[config.mk]
export PLATFORM = sky130hd
export DESIGN_NAME = alu
export DESIGN_NICKNAME = d
export VERILOG_FILES = /design/src/rtl/alu.sv
export SDC_FILE = /design/constraint.sdc
export NUM_CORES = 1
export LEC_CHECK = 0
export CORE_AREA = 2 2 100 198
export DETAILED_ROUTE_END_ITERATION = 7
export DIE_AREA = 0 0 102 200
export PLACE_DENSITY = 0.94
export SKIP_CTS_REPAIR_TIMING = 1
export SLEW_MARGIN = 20
export SYNTH_ARGS = -nofsm -noshare
export SYNTH_HDL_FRONTEND = slang
export SYNTH_SLANG_ARGS = --single-unit
[constraint.sdc]
create_clock -name clk -period 18.6 [get_ports clk]
set_input_delay 1.86 -clock clk [delete_from_list [all_inputs] [get_ports clk]]
set_output_delay 1.86 -clock clk [all_outputs]
set_load 0.02 [all_outputs]
[src/rtl/alu.sv]
// 64-bit ALU: pass-B, add, subtract, AND, OR and XOR, with a registered flag copy.
// Ports: clk, reset (sync, active-low), A/B operands, cntrl op select,
//        result and combinational flags, flags_q = {n, z, v, c} one cycle late.
module alu (
    input  logic        clk,
    input  logic        reset,
    input  logic [63:0] A,
    input  logic [63:0] B,
    input  logic [2:0]  cntrl,
    output logic [63:0] result,
    output logic        negative,
    output logic        zero,
    output logic        overflow,
    output logic        carry_out,
    output logic [3:0]  flags_q
);

    localparam logic [2:0] OP_PASS = 3'b000;
    localparam logic [2:0] OP_ADD  = 3'b010;
    localparam logic [2:0] OP_SUB  = 3'b011;
    localparam logic [2:0] OP_AND  = 3'b100;
    localparam logic [2:0] OP_OR   = 3'b101;
    localparam logic [2:0] OP_XOR  = 3'b110;

    logic        is_sub;
    logic [63:0] b_op;
    logic [63:0] sum;
    logic        c_in63;
    logic        c_out63;
    logic [62:0] low_sum;
    logic [3:0]  flags_d;

    // One adder serves both add and sub: subtract is A + ~B + 1.
    assign is_sub = (cntrl == OP_SUB);
    assign b_op   = is_sub ? ~B : B;

    // Low 63 bits summed separately to expose the carry into bit 63,
    // which overflow needs alongside the carry out of bit 63.
    assign {c_in63, low_sum} = {1'b0, A[62:0]} + {1'b0, b_op[62:0]}
                             + {63'd0, is_sub};
    assign {c_out63, sum[63]} = {1'b0, A[63]} + {1'b0, b_op[63]}
                              + {1'b0, c_in63};
    assign sum[62:0] = low_sum;

    always_comb begin
        result    = 64'h0;
        overflow  = 1'b0;
        carry_out = 1'b0;
        case (cntrl)
            OP_PASS: result = B;
            OP_ADD, OP_SUB: begin
                result    = sum;
                overflow  = c_in63 ^ c_out63;
                carry_out = c_out63;
            end
            OP_AND:  result = A & B;
            OP_OR:   result = A | B;
            OP_XOR:  result = A ^ B;
            default: result = 64'h0;
        endcase
    end

    assign negative = result[63];
    assign zero     = ~|result;

    // Reset wins over the load.
    always_comb begin
        flags_d = 4'b0000;
        if (reset) begin
            flags_d = {negative, zero, overflow, carry_out};
        end
    end

    always_ff @(posedge clk) begin
        flags_q <= flags_d;
    end

endmodule

Word-level counts from Yosys, hierarchy flattened
Cells that the tools add are included.
{ "word_totals": {"output_inout_bits": 72, "ram_bits": 0, "ff_bits": 4, "rom_bits": 0, "input_bits": 133, "memories": 0, "wordCells": 23, "latchBits": 0} }
{ "op_classes": {"n_bitwise": 5, "order_cmp": 0, "mux": 4, "n_reduce_logical": 4, "n_eq_ne": 5, "add_sub_neg": 4, "mul": 0, "div": 0, "shift": 0} }
{ "ops": {"columns": ["operator", "count"], "rows": [
  ["case mux 64 bit (5 select lines)", 1],
  ["adder 63 x 63 -> 64 bit", 1],
  ["adder 64 x 1 -> 64 bit", 1],
  ["bitwise AND 64 bit", 1],
  ["two-way mux 64 bit", 1],
  ["inverter 64 bit", 1],
  ["OR 64 bit", 1],
  ["OR reduction 64 bit", 1],
  ["bitwise XOR 64 bit", 1],
  ["equality test 3 bit, second input constant", 3],
  ["equality test 3 x 2 -> 1 bit, second input constant", 2],
  ["logical NOT 3 bit", 1],
  ["adder 1 x 1 -> 2 bit", 1],
  ["adder 2 x 1 -> 2 bit", 1],
  ["two-way mux 1 bit", 2],
  ["OR reduction 2 bit", 1],
  ["logical NOT 1 bit", 1],
  ["bitwise XOR 1 bit", 1]
]} }

Logic depth before layout (Yosys ltp)
Gate-level depths: netlist (run 1).
{ "logic_depth": {"word_depth": 8, "depth_mapped": 33, "depth_no_buf": 25} }

Worst setup path after synthesis (run 1)
OpenSTA, ideal clock, no wires.
{ "synth_timing": {"path_kind": "input-to-output", "from": "input port cntrl[1]", "to": "output port zero", "arrival_time_ns": 9.029, "cell_stages": 33, "setup_slack_ns": 7.711, "path_buffers": 8, "required_time_ns": 16.740, "cell_sequence": "buf_2 > nor2b_1 > clkbuf_1 > clkbuf_1 > buf_1 > clkbuf_1 > clkbuf_1 > nand2_1 > clkbuf_1 > xnor2_1 > ha_1 > buf_2 > a21oi_1 > o21ai_0 > a211oi_1 > o2111ai_1 > a21o_1 > a211oi_1 > nor2b_1 > o21ai_0 > nand2b_1 > fa_1 > inv_1 > o221a_2 > a21oi_1 > or4b_2 > nor3_1 > nand4b_1 > nor4_1 > nand4_1 > nor4_1 > nand4b_1 > nor3_1"} }
{ "synth_via": {"elab_chain_cells": 8, "word_cells_on_any_way": 15, "classes_between": "4 x add/sub; 5 x eq/ne; 2 x mux; 4 x reduce/logical"} }
{ "synth_rtl": {"columns": ["item", "line", "rtl"], "rows": [
  ["start: declaration", "9", "input logic [2:0] cntrl,"],
  ["equality test 3 x 2 -> 1 bit", "34, 49", null],
  ["two-way mux 64 bit", "35", "assign b_op = is_sub ? ~B : B;"],
  ["adder 63 x 63 -> 64 bit", "39", "assign {c_in63, low_sum} = {1'b0, A[62:0]} + {1'b0, b_op[62:0]}"],
  ["adder 64 x 1 -> 64 bit", "40", "+ {63'd0, is_sub};"],
  ["adder 2 x 1 -> 2 bit", "42", "+ {1'b0, c_in63};"],
  ["case mux 64 bit (5 select lines) *", "49", "case (cntrl)"],
  ["OR reduction 64 bit *", "64", "assign zero = ~|result;"],
  ["logical NOT 1 bit *", "64", null],
  ["end: declaration", "12", "output logic zero,"]
]} }
Mark *: on every way between the ends. The rest lies on a longest branch, timed or not.

Worst setup path after layout (run 1)
{ "layout_timing": {"from": "input port cntrl[2]", "to": "output port zero"} }
The elaborated chain is that of the path after synthesis.

==> results.sh, run 1 <==
export IMPL_io_pins=205
export IMPL_cp_max_fo=46
export IMPL_finalWirelength_mm=54.07
export IMPL_nets=1978
export IMPL_setup_tns_ns=0
export IMPL_slew_limit_headroom_pct=16.21
export IMPL_hp_class="in2reg"
export IMPL_synthSimpleGateAreaFrac_pct=22.87
export IMPL_fin_crit_ns=13.13
export IMPL_finalHoldViolations=0
export IMPL_wl_per_cell_um=28.38
export IMPL_antenna_found_initial=2
export IMPL_synth_largest_area_cell="ha_1"
export IMPL_drt_iter0_markers=1477
export IMPL_grt_pass1_vias=13550
export IMPL_crit_type="in2out"
export IMPL_grt_max_degree=54
export IMPL_syn_area_sq_mm=0.01016
export IMPL_synth_area_leaders="ha_1 24%, xnor2_1 6.7%, nand2_1 5.9%, o21ai_0 5.9%, a21oi_1 5.4%"
export IMPL_synth_compound_area_share_pct=34.51
export IMPL_cts_max_level=1
export IMPL_via_per_inst=7.196
export IMPL_die_x_um=102
export IMPL_arrival_ns=11.27
export IMPL_hold_depth=2
export IMPL_drc=0
export IMPL_layout_setup_ws_ns=5.468
export IMPL_via_count=13710
export IMPL_status="complete, no violations"
export IMPL_synthAdderAreaFrac_pct=23.92
export IMPL_postRouteAntennaNets=0
export IMPL_yosysTopAreaCellShare_pct=23.52
export IMPL_report_final_slew_viol_count=0
export IMPL_cts_buffer_depth=2
export IMPL_max_flop_register="flags_q"
export IMPL_rsz0062_at_grt="no"
export IMPL_final_common_cell="clkdlybuf4s50_1"
export IMPL_cts_root_buffer="clkbuf_16"
export IMPL_switching_power_mw=0.3472
export IMPL_setup_violations=0
export IMPL_dpl_hpwl_mm=41.90
export IMPL_hold_slack_ns=2.316
export IMPL_numPortBuffers=204
export IMPL_p_per_area_mw_per_mm2=46.15
export IMPL_clk_pin_slew_worst_paths_ns=0.03
export IMPL_clockPowerShare_pct=5.9
export IMPL_muxShareOfSynthArea_pct=1.589
export IMPL_synth_edf_count=0
export IMPL_synthesis_nets=1847
export IMPL_synth_seq_cells=4
export IMPL_cp_slowest_cell="buf_4"
export IMPL_yosysSeqAreaShare_pct=0.7882
export IMPL_worst_pin_slew_ns=1.257
export IMPL_syn_avg_cell_area_sq_um=6.680
export IMPL_synth_flop_cell="dfxtp_1"
export IMPL_critPathTopFamily="simple AND/OR/NAND/NOR gates"
export IMPL_dr_pass1_iters=7
export IMPL_critPathLaunchType="primary input"
export IMPL_cp_num_buf_inv=5
export IMPL_synth_cell_types=85
export IMPL_finalNonFillerCells=1905
export IMPL_grt_overflow_total=0
export IMPL_syn_inst=1521
export IMPL_cpMostUsedCell="a21oi_1"
export IMPL_dp_cells=1900
export IMPL_synthXorXnorAreaFrac_pct=7.241
export IMPL_p_leak_nw=5.266
export IMPL_peakVddDrop_mv=0.03017
export IMPL_pre_cts_slack_ns=6.406
export IMPL_numCtsBuffers=3
export IMPL_start_util_pct=53.95
export IMPL_cp_slowest_stage_delay_ns=0.75
export IMPL_ys_warnings_count=0
export IMPL_crit_path_end_kind="output port"
export IMPL_top_regs="flags_q: 4 flops"
export IMPL_cts_tree="built"
export IMPL_core_sq_mm=0.01883
export IMPL_finalCritPeriodShare_pct=70.60
export IMPL_globalplace_congestion=1.153
export IMPL_grt_pass1_wl_mm=80.89
export IMPL_track_usage_pct=53.22
export IMPL_areaGrowthSynthToFinish_pct=21.53
export IMPL_fp_row_count=71
export IMPL_switching_share_pct=60.94
export IMPL_p_seq_share_pct=1.6
export IMPL_maxCapViolations=0
export IMPL_fillers=1699
export IMPL_layout_common_cells="203 x clkdlybuf4s50_1, 191 x ha_1, 159 x nand2_1"
export IMPL_die_area_sq_mm=0.02040
export IMPL_clock_fmax_mhz=76.15
export IMPL_p_comb_share_pct=92.5
export IMPL_synth_top_family_by_area="compound AO/OA/AOI/OAI gates"
export IMPL_drive_above_1_share_pct=3.818
export IMPL_async_reset_ff_share_pct=0
export IMPL_internal_power_mw=0.2226
export IMPL_cts_sinks=4
export IMPL_cp_required_ns=16.74
export IMPL_die_h_um=200
export IMPL_antenna_cells=0
export IMPL_cp_depth=29
export IMPL_largest_reg_flops=4
==> layer usage <==
metal / share of wire [%] / GRT usage [%] / up-vias / wire length, um
met5: 0 / 0 / - / 0
met4: 15 / 57.04 / 0 / 8148
met3: 10 / 19.15 / 492 / 5402
met2: 47 / 88.33 / 1036 / 25390
met1: 28 / 46.21 / 6294 / 15130
li1: - / - / 5886 / -
==> power groups by stage <==
stage / Sequential [mW] / Clock (mW) / Combinational [mW]
6_report: 0.00917 / 0.0336 / 0.527
3_3_place_gp: 0.00926 / 0 / 0.488
2_1_floorplan: 0.00983 / 0 / 0.289
3_5_place_dp: 0.00929 / 0 / 0.493
5_1_grt: 0.00919 / 0.0348 / 0.555
4_1_cts: 0.00916 / 0.0338 / 0.497
==> layout make-up <==
cell class | instances | area (sq um) | area share [%]
multi-input cells | 1281 | 9195 | 74.47
inverters | 144 | 540.5 | 4.378
clock buffers | 3 | 75.07 | 0.6080
flip-flops and latches | 4 | 80.08 | 0.6486
well taps | 255 | 319.1 | 2.584
repair buffers | 218 | 2137 | 17.31
==> worst paths after layout <==
path,startpoint,end,slack (ns)
max,cntrl[2],zero,5.47
min,reset,flags_q[0]$_SDFF_PN0_,2.32
==> cell usage after synthesis (all sizes together), types with 6 or more instances <==
| cell | number |
|---|---|
| ha | 191 |
| nand2 | 160 |
| inv | 144 |
| o21ai | 128 |
| a21oi | 114 |
| nor2 | 104 |
| xnor2 | 78 |
| clkbuf | 58 |
| nand4 | 43 |
| nor3 | 36 |
| buf | 34 |
| o211ai | 34 |
| a22oi | 28 |
| a221oi | 27 |
| a211oi | 26 |
| o21a | 26 |
| nand3 | 24 |
| a21o | 17 |
| nor4 | 17 |
| mux2i | 15 |
| a22o | 11 |
| o31ai | 11 |
| or3 | 11 |
| and3 | 10 |
| nand2b | 10 |
| or2 | 10 |
| a21boi | 8 |
| a31oi | 8 |
| and4 | 8 |
| nand4b | 8 |
| o2111ai | 8 |
| o22ai | 8 |
| a222oi | 7 |
| and2 | 7 |
| nor2b | 7 |
| o311ai | 6 |
| or4 | 6 |
| xor2 | 6 |
==> stage by stage <==
step / instance area (sq um) / util (%) / total power [mW]
floorplan: 10160 / - / 0.2993
global placement: 12250 / 65.03 / 0.4978
detailed placement: 12250 / 65.03 / 0.5021
CTS: 12320 / 65.43 / 0.5395
global route: 12350 / 65.56 / 0.5985
finish: 12350 / 65.56 / 0.5698
==> cells by family after synthesis <==
group | count (synthesis)
DFF | 4
buffers and inverters | 236
AOI/OAI and AO/OA | 517
adders and majority gates | 193
muxes | 16
xor gates and xnor gates | 84
and+or+nand+nor | 471
No activity file was read; power rests on OpenSTA's default activity.
==> run 2: changes to the inputs <==
--- a/config.mk
+++ b/config.mk
@@ -5,10 +5,10 @@
 export SDC_FILE = /design/constraint.sdc
 export NUM_CORES = 1
 export LEC_CHECK = 0
-export CORE_AREA = 2 2 100 198
+export CORE_AREA = 2 2 104 207
 export DETAILED_ROUTE_END_ITERATION = 7
-export DIE_AREA = 0 0 102 200
-export PLACE_DENSITY = 0.94
+export DIE_AREA = 0 0 106 209
+export PLACE_DENSITY = 0.91
 export SKIP_CTS_REPAIR_TIMING = 1
 export SLEW_MARGIN = 20
 export SYNTH_ARGS = -nofsm -noshare
==> constraint.sdc (replaced) <==
create_clock -name clk -period 11.55 [get_ports clk]
set_input_delay 1.155 -clock clk [delete_from_list [all_inputs] [get_ports clk]]
set_output_delay 1.155 -clock clk [all_outputs]
set_load 0.02 [all_outputs]
==> run 2 against run 1 <==
Worst hold slack worse by 0.75 ns. Routed wire length down 16%. Critical path depth down 2. Final cell count up 0.84%. Non-clock buffer count up 2. Combinational power up 51%. Final area up 0.19%. Global-route usage down 13 points. Highest routed layer unchanged.
==> results.sh, run 2 (synthesis results as in run 1) <==
export IMPL_hold_depth=2
export IMPL_p_seq_share_pct=1.7
export IMPL_clock_fmax_mhz=97.97
export IMPL_layout_common_cells="203 x clkdlybuf4s50_1, 191 x ha_1, 159 x nand2_1"
export IMPL_track_usage_pct=39.76
export IMPL_start_util_pct=48.99
export IMPL_hold_end="flags_q[0]$_SDFF_PN0_"
export IMPL_grt_busiest_layer="met2"
export IMPL_final_core_util_pct=59.65
export IMPL_cts_root_buffer="clkbuf_16"
export IMPL_finalNonFillerCells=1921
export IMPL_antenna_cells=0
export IMPL_maxCapViolations=0
export IMPL_drive_above_1_share_pct=3.753
export IMPL_largest_reg_flops=4
export IMPL_use_met1_pct=49.27
export IMPL_top_regs="flags_q: 4 flops"
export IMPL_via_per_inst=6.712
export IMPL_wl_per_cell_um=23.66
export IMPL_finalHoldViolations=0
export IMPL_report_final_slew_viol_count=0
export IMPL_switching_share_pct=58.74
export IMPL_grt_overflow_total=0
export IMPL_cp_max_fo=34
export IMPL_rsz0062_at_grt="no"
export IMPL_met2_usage_pct=65.05
export IMPL_antenna_found_initial=0
export IMPL_fillers=1950
export IMPL_globalRouteMet3Util_pct=4.523
export IMPL_drc=0
export IMPL_status="complete, no violations"
export IMPL_hp_class="in2reg"
export IMPL_clockPowerShare_pct=6.6
export IMPL_hp_start="reset"
export IMPL_dr_pass1_iters=6
export IMPL_postRouteAntennaNets=0
export IMPL_p_per_area_mw_per_mm2=70.29
export IMPL_arrival_ns=9.05
export IMPL_core_sq_mm=0.02074
export IMPL_cts_buffer_depth=2
export IMPL_cts_tree="built"
export IMPL_fp_row_count=75
export IMPL_final_common_cell="clkdlybuf4s50_1"
export IMPL_grt_pass1_wl_mm=69.30
export IMPL_grt_pass1_vias=12240
export IMPL_switching_power_mw=0.5107
export IMPL_clk_pin_slew_worst_paths_ns=0.04
export IMPL_p_leak_nw=5.276
export IMPL_dpl_hpwl_mm=36.54
export IMPL_critPathLaunchType="primary input"
export IMPL_via_count=12890
export IMPL_internal_power_mw=0.3588
export IMPL_globalplace_congestion=1.004
export IMPL_setup_tns_ns=0
export IMPL_fin_crit_ns=10.21
export IMPL_io_pins=205
export IMPL_finalCritPeriodShare_pct=88.38
export IMPL_nets=1980
export IMPL_areaGrowthSynthToFinish_pct=21.76
export IMPL_grt_max_degree=59
export IMPL_drt_iter0_markers=1392
export IMPL_numCtsBuffers=3
export IMPL_max_flop_register="flags_q"
export IMPL_numPortBuffers=204
export IMPL_p_comb_share_pct=91.7
export IMPL_dp_cells=1918
export IMPL_slew_limit_headroom_pct=11.05
export IMPL_die_x_um=106
export IMPL_crit_type="in2out"
export IMPL_die_h_um=209
export IMPL_cts_sinks=4
export IMPL_peakVddDrop_mv=0.07543
export IMPL_crit_path_end_kind="output port"
export IMPL_finalWirelength_mm=45.45
export IMPL_die_area_sq_mm=0.02215
export IMPL_setup_violations=0
export IMPL_cts_max_level=1
export IMPL_cp_required_ns=10.40
export IMPL_worst_pin_slew_ns=1.331
run 2: cell count changes in the layout (fill, tap and decap cells not counted), sizes merged:
cell	delta
buf	+2
run 2: per-layer routing:
layer	share of wire (%)	vias to the layer above	wire (um)
met1	39	6046	17820
met3	8.3	171	3780
met4	7.7	0	3508
met2	45	805	20340
met5	0	-	0
li1	-	5872	-
run 2: layout make-up:
class | count | area, sq um | share of cell area, %
Multi-Input combinational cell | 1281 | 9181 | 74.22
Tap cell | 269 | 336.6 | 2.721
Timing Repair Buffer | 220 | 2157 | 17.44
Sequential cell | 4 | 80.08 | 0.6473
Inverter | 144 | 540.5 | 4.369
Clock buffer | 3 | 75.07 | 0.6069
run 2: how the worst max path moves through the flow:
stage                     startpoint  endpoint  slack (ns)
final                       cntrl[2]      zero        1.34
after floorplan             cntrl[1]      zero        2.07
after global routing        cntrl[2]      zero        0.83
after global placement      cntrl[2]      zero        1.67
after CTS                   cntrl[2]      zero        1.44
after detailed placement    cntrl[2]      zero        1.47
run 2: critical path: stages:
cell	delay, ns
clkdlybuf4s50_1	0.54
nor2b_4	0.07
nand2_4	0.49
buf_4	0.49
xnor2_1	0.13
ha_1	0.45
nand4_1	0.33
or2_2	0.41
a2111oi_0	0.44
a21o_1	0.26
a211oi_1	0.12
nor2b_1	0.12
o21ai_0	0.08
nand2b_1	0.23
fa_1	0.48
inv_1	0.08
o221a_2	0.22
a21oi_1	0.05
or4b_2	0.65
nor3_1	0.20
nand4b_1	0.12
nor4_1	0.23
nand4_1	0.25
nor4_1	0.39
nand4b_1	0.23
nor3_1	0.18
clkdlybuf4s50_1	0.62
run 2: power by group through the flow:
stage	sequential, mW	combinational, mW	clock [mW]
after CTS	0.0147	0.775	0.0569
after floorplan	0.0158	0.466	0
after global placement	0.0149	0.768	0
final	0.0147	0.797	0.0576
after detailed placement	0.0149	0.770	0
after global routing	0.0148	0.852	0.0576
run 2: metrics by stage:
step,power [mW],hold WS [ns],area [sq um],worst slack [ns]
after global placement,0.7832,1.781,12300,1.674
after floorplan,0.4820,1.308,10160,2.071
after CTS,0.8471,1.565,12370,1.443
after global routing,0.9239,1.576,12370,0.8311
final,0.8695,1.566,12370,1.343
after detailed placement,0.7848,1.801,12300,1.467
==> run 3: changes to the inputs <==
--- a/config.mk
+++ b/config.mk
@@ -5,9 +5,11 @@
 export SDC_FILE = /design/constraint.sdc
 export NUM_CORES = 1
 export LEC_CHECK = 0
-export CORE_AREA = 2 2 104 207
+export CELL_PAD_IN_SITES_DETAIL_PLACEMENT = 2
+export CELL_PAD_IN_SITES_GLOBAL_PLACEMENT = 2
+export CORE_AREA = 2 2 141 280
 export DETAILED_ROUTE_END_ITERATION = 7
-export DIE_AREA = 0 0 106 209
+export DIE_AREA = 0 0 143 282
 export PLACE_DENSITY = 0.91
 export SKIP_CTS_REPAIR_TIMING = 1
 export SLEW_MARGIN = 20
==> run 3 against run 2 <==
Final area rose by 2.9%. Clock power is 3% lower. Critical path type unchanged. First-iteration DRC count shrank 50%. Via count rose by 3.1%. Final cell count up 13%. Worst setup slack got worse by 0.45 ns. Maximum frequency is 4.2% lower. Largest power group unchanged. Highest routed layer unchanged. Combinational power increased by 11%. Core utilization is 26 points lower. Flip-flop and latch count unchanged. Power grew 9.5%.
==> results.sh, run 3 (synthesis results as in run 1) <==
export IMPL_drc=0
export IMPL_cts_root_buffer="clkbuf_16"
export IMPL_postRouteAntennaNets=0
export IMPL_fin_crit_ns=10.66
export IMPL_clock_fmax_mhz=93.82
export IMPL_cp_slowest_stage_delay_ns=0.65
export IMPL_layout_common_cells="203 x clkdlybuf4s50_1, 191 x ha_1, 159 x nand2_1"
export IMPL_cpMostUsedCell="a21o_1"
export IMPL_fp_row_count=101
export IMPL_maxCapViolations=0
export IMPL_max_flop_register="flags_q"
export IMPL_top_regs="flags_q: 4 flops"
export IMPL_track_usage_pct=32.00
export IMPL_largest_reg_flops=4
export IMPL_core_sq_mm=0.03804
export IMPL_rsz0062_at_grt="no"
export IMPL_setup_tns_ns=0
export IMPL_grt_pass1_wl_mm=95.30
export IMPL_arrival_ns=9.50
export IMPL_critPathLaunchType="primary input"
export IMPL_fin_area_sq_mm=0.01273
export IMPL_die_area_sq_mm=0.04033
export IMPL_cts_sinks=4
export IMPL_report_final_slew_viol_count=0
export IMPL_areaGrowthSynthToFinish_pct=25.26
export IMPL_crit_path_end_kind="output port"
export IMPL_finalNonFillerCells=2171
export IMPL_finalCritPeriodShare_pct=92.28
export IMPL_cp_depth=28
export IMPL_grt_max_degree=53
export IMPL_dr_pass1_iters=6
export IMPL_crit_type="in2out"
export IMPL_cp_slowest_cell="clkdlybuf4s50_1"
export IMPL_fillers=4534
export IMPL_via_per_inst=6.126
export IMPL_cts_buffer_depth=2
export IMPL_drt_iter0_markers=697
export IMPL_numPortBuffers=204
export IMPL_globalplace_congestion=1.028
export IMPL_die_x_um=143
export IMPL_dpl_hpwl_mm=54.94
export IMPL_clk_pin_slew_worst_paths_ns=0.03
export IMPL_start_util_pct=26.71
export IMPL_critPathTopFamily="simple AND/OR/NAND/NOR gates"
export IMPL_via_count=13300
export IMPL_peakVddDrop_mv=0.03713
export IMPL_wl_per_cell_um=30.18
export IMPL_total_power_mw=0.9520
export IMPL_slew_limit_headroom_pct=15.40
export IMPL_p_leak_nw=5.306
export IMPL_final_common_cell="clkdlybuf4s50_1"
export IMPL_finalHoldViolations=0
export IMPL_drive_above_1_share_pct=3.988
export IMPL_numCtsBuffers=3
export IMPL_io_pins=205
export IMPL_status="complete, no violations"
export IMPL_finalWirelength_mm=65.52
export IMPL_cp_num_buf_inv=4
export IMPL_hold_depth=2
export IMPL_antenna_found_initial=1
export IMPL_cts_tree="built"
export IMPL_p_per_area_mw_per_mm2=74.81
export IMPL_post_dp_cell_area_sq_mm=0.01264
export IMPL_hp_class="in2reg"
export IMPL_grt_overflow_total=0
export IMPL_worst_pin_slew_ns=1.257
export IMPL_setup_violations=0
export IMPL_grt_pass1_vias=14990
export IMPL_nets=1983
export IMPL_cp_required_ns=10.40
export IMPL_die_h_um=282
export IMPL_dp_cells=2167
export IMPL_cp_max_fo=37
export IMPL_cts_max_level=1
==> run 3: changes by cell type in the layout (fill, tap and decap cells not counted) <==
cell and change:
o311ai_0 -1, nand2b_2 -1, buf_4 +2, buf_12 +1, o311ai_1 +1, a211oi_2 +1
diode_2 +1, nand2b_4 +1, a211oi_1 -1
==> run 3: area by class of cell <==
cell class / count / area, sq um / area share, %
diodes: 1 / 2.502 / 0.01966
repair buffers: 223 / 2192 / 17.23
flip-flops and latches: 4 / 80.08 / 0.6292
multi-input cells: 1281 / 9191 / 72.22
inverters: 144 / 540.5 / 4.247
clock buffers: 3 / 75.07 / 0.5899
well taps: 515 / 644.4 / 5.063
==> run 3: where the power goes <==
part           internal [mW]  switching (mW)
registers             0.0146        0.000344
logic                  0.306           0.575
clock network         0.0444          0.0116
==> run 3: stage by stage <==
step / hold WS, ns / worst slack, ns / utilization, %
floorplan: 1.308 / 2.071 / -
global placement: 1.797 / 1.486 / 33.24
detailed placement: 1.807 / 1.108 / 33.24
CTS: 1.615 / 1.052 / 33.44
global route: 1.641 / 0.4413 / 33.46
finish: 1.622 / 0.8914 / 33.46
==> run 3: metal layers <==
layer | share of wire, % | track usage [%] | vias up
met4 | 12 | 31.40 | 0
met5 | 0 | 0 | -
met2 | 54 | 62.40 | 509
met3 | 3.0 | 2.497 | 306
met1 | 31 | 27.28 | 6617
li1 | - | - | 5867
==> run 3: final timing paths <==
kind	start	slack [ns]	endpoint
max	cntrl[1]	0.89	zero
min	reset	1.62	flags_q[0]$_SDFF_PN0_
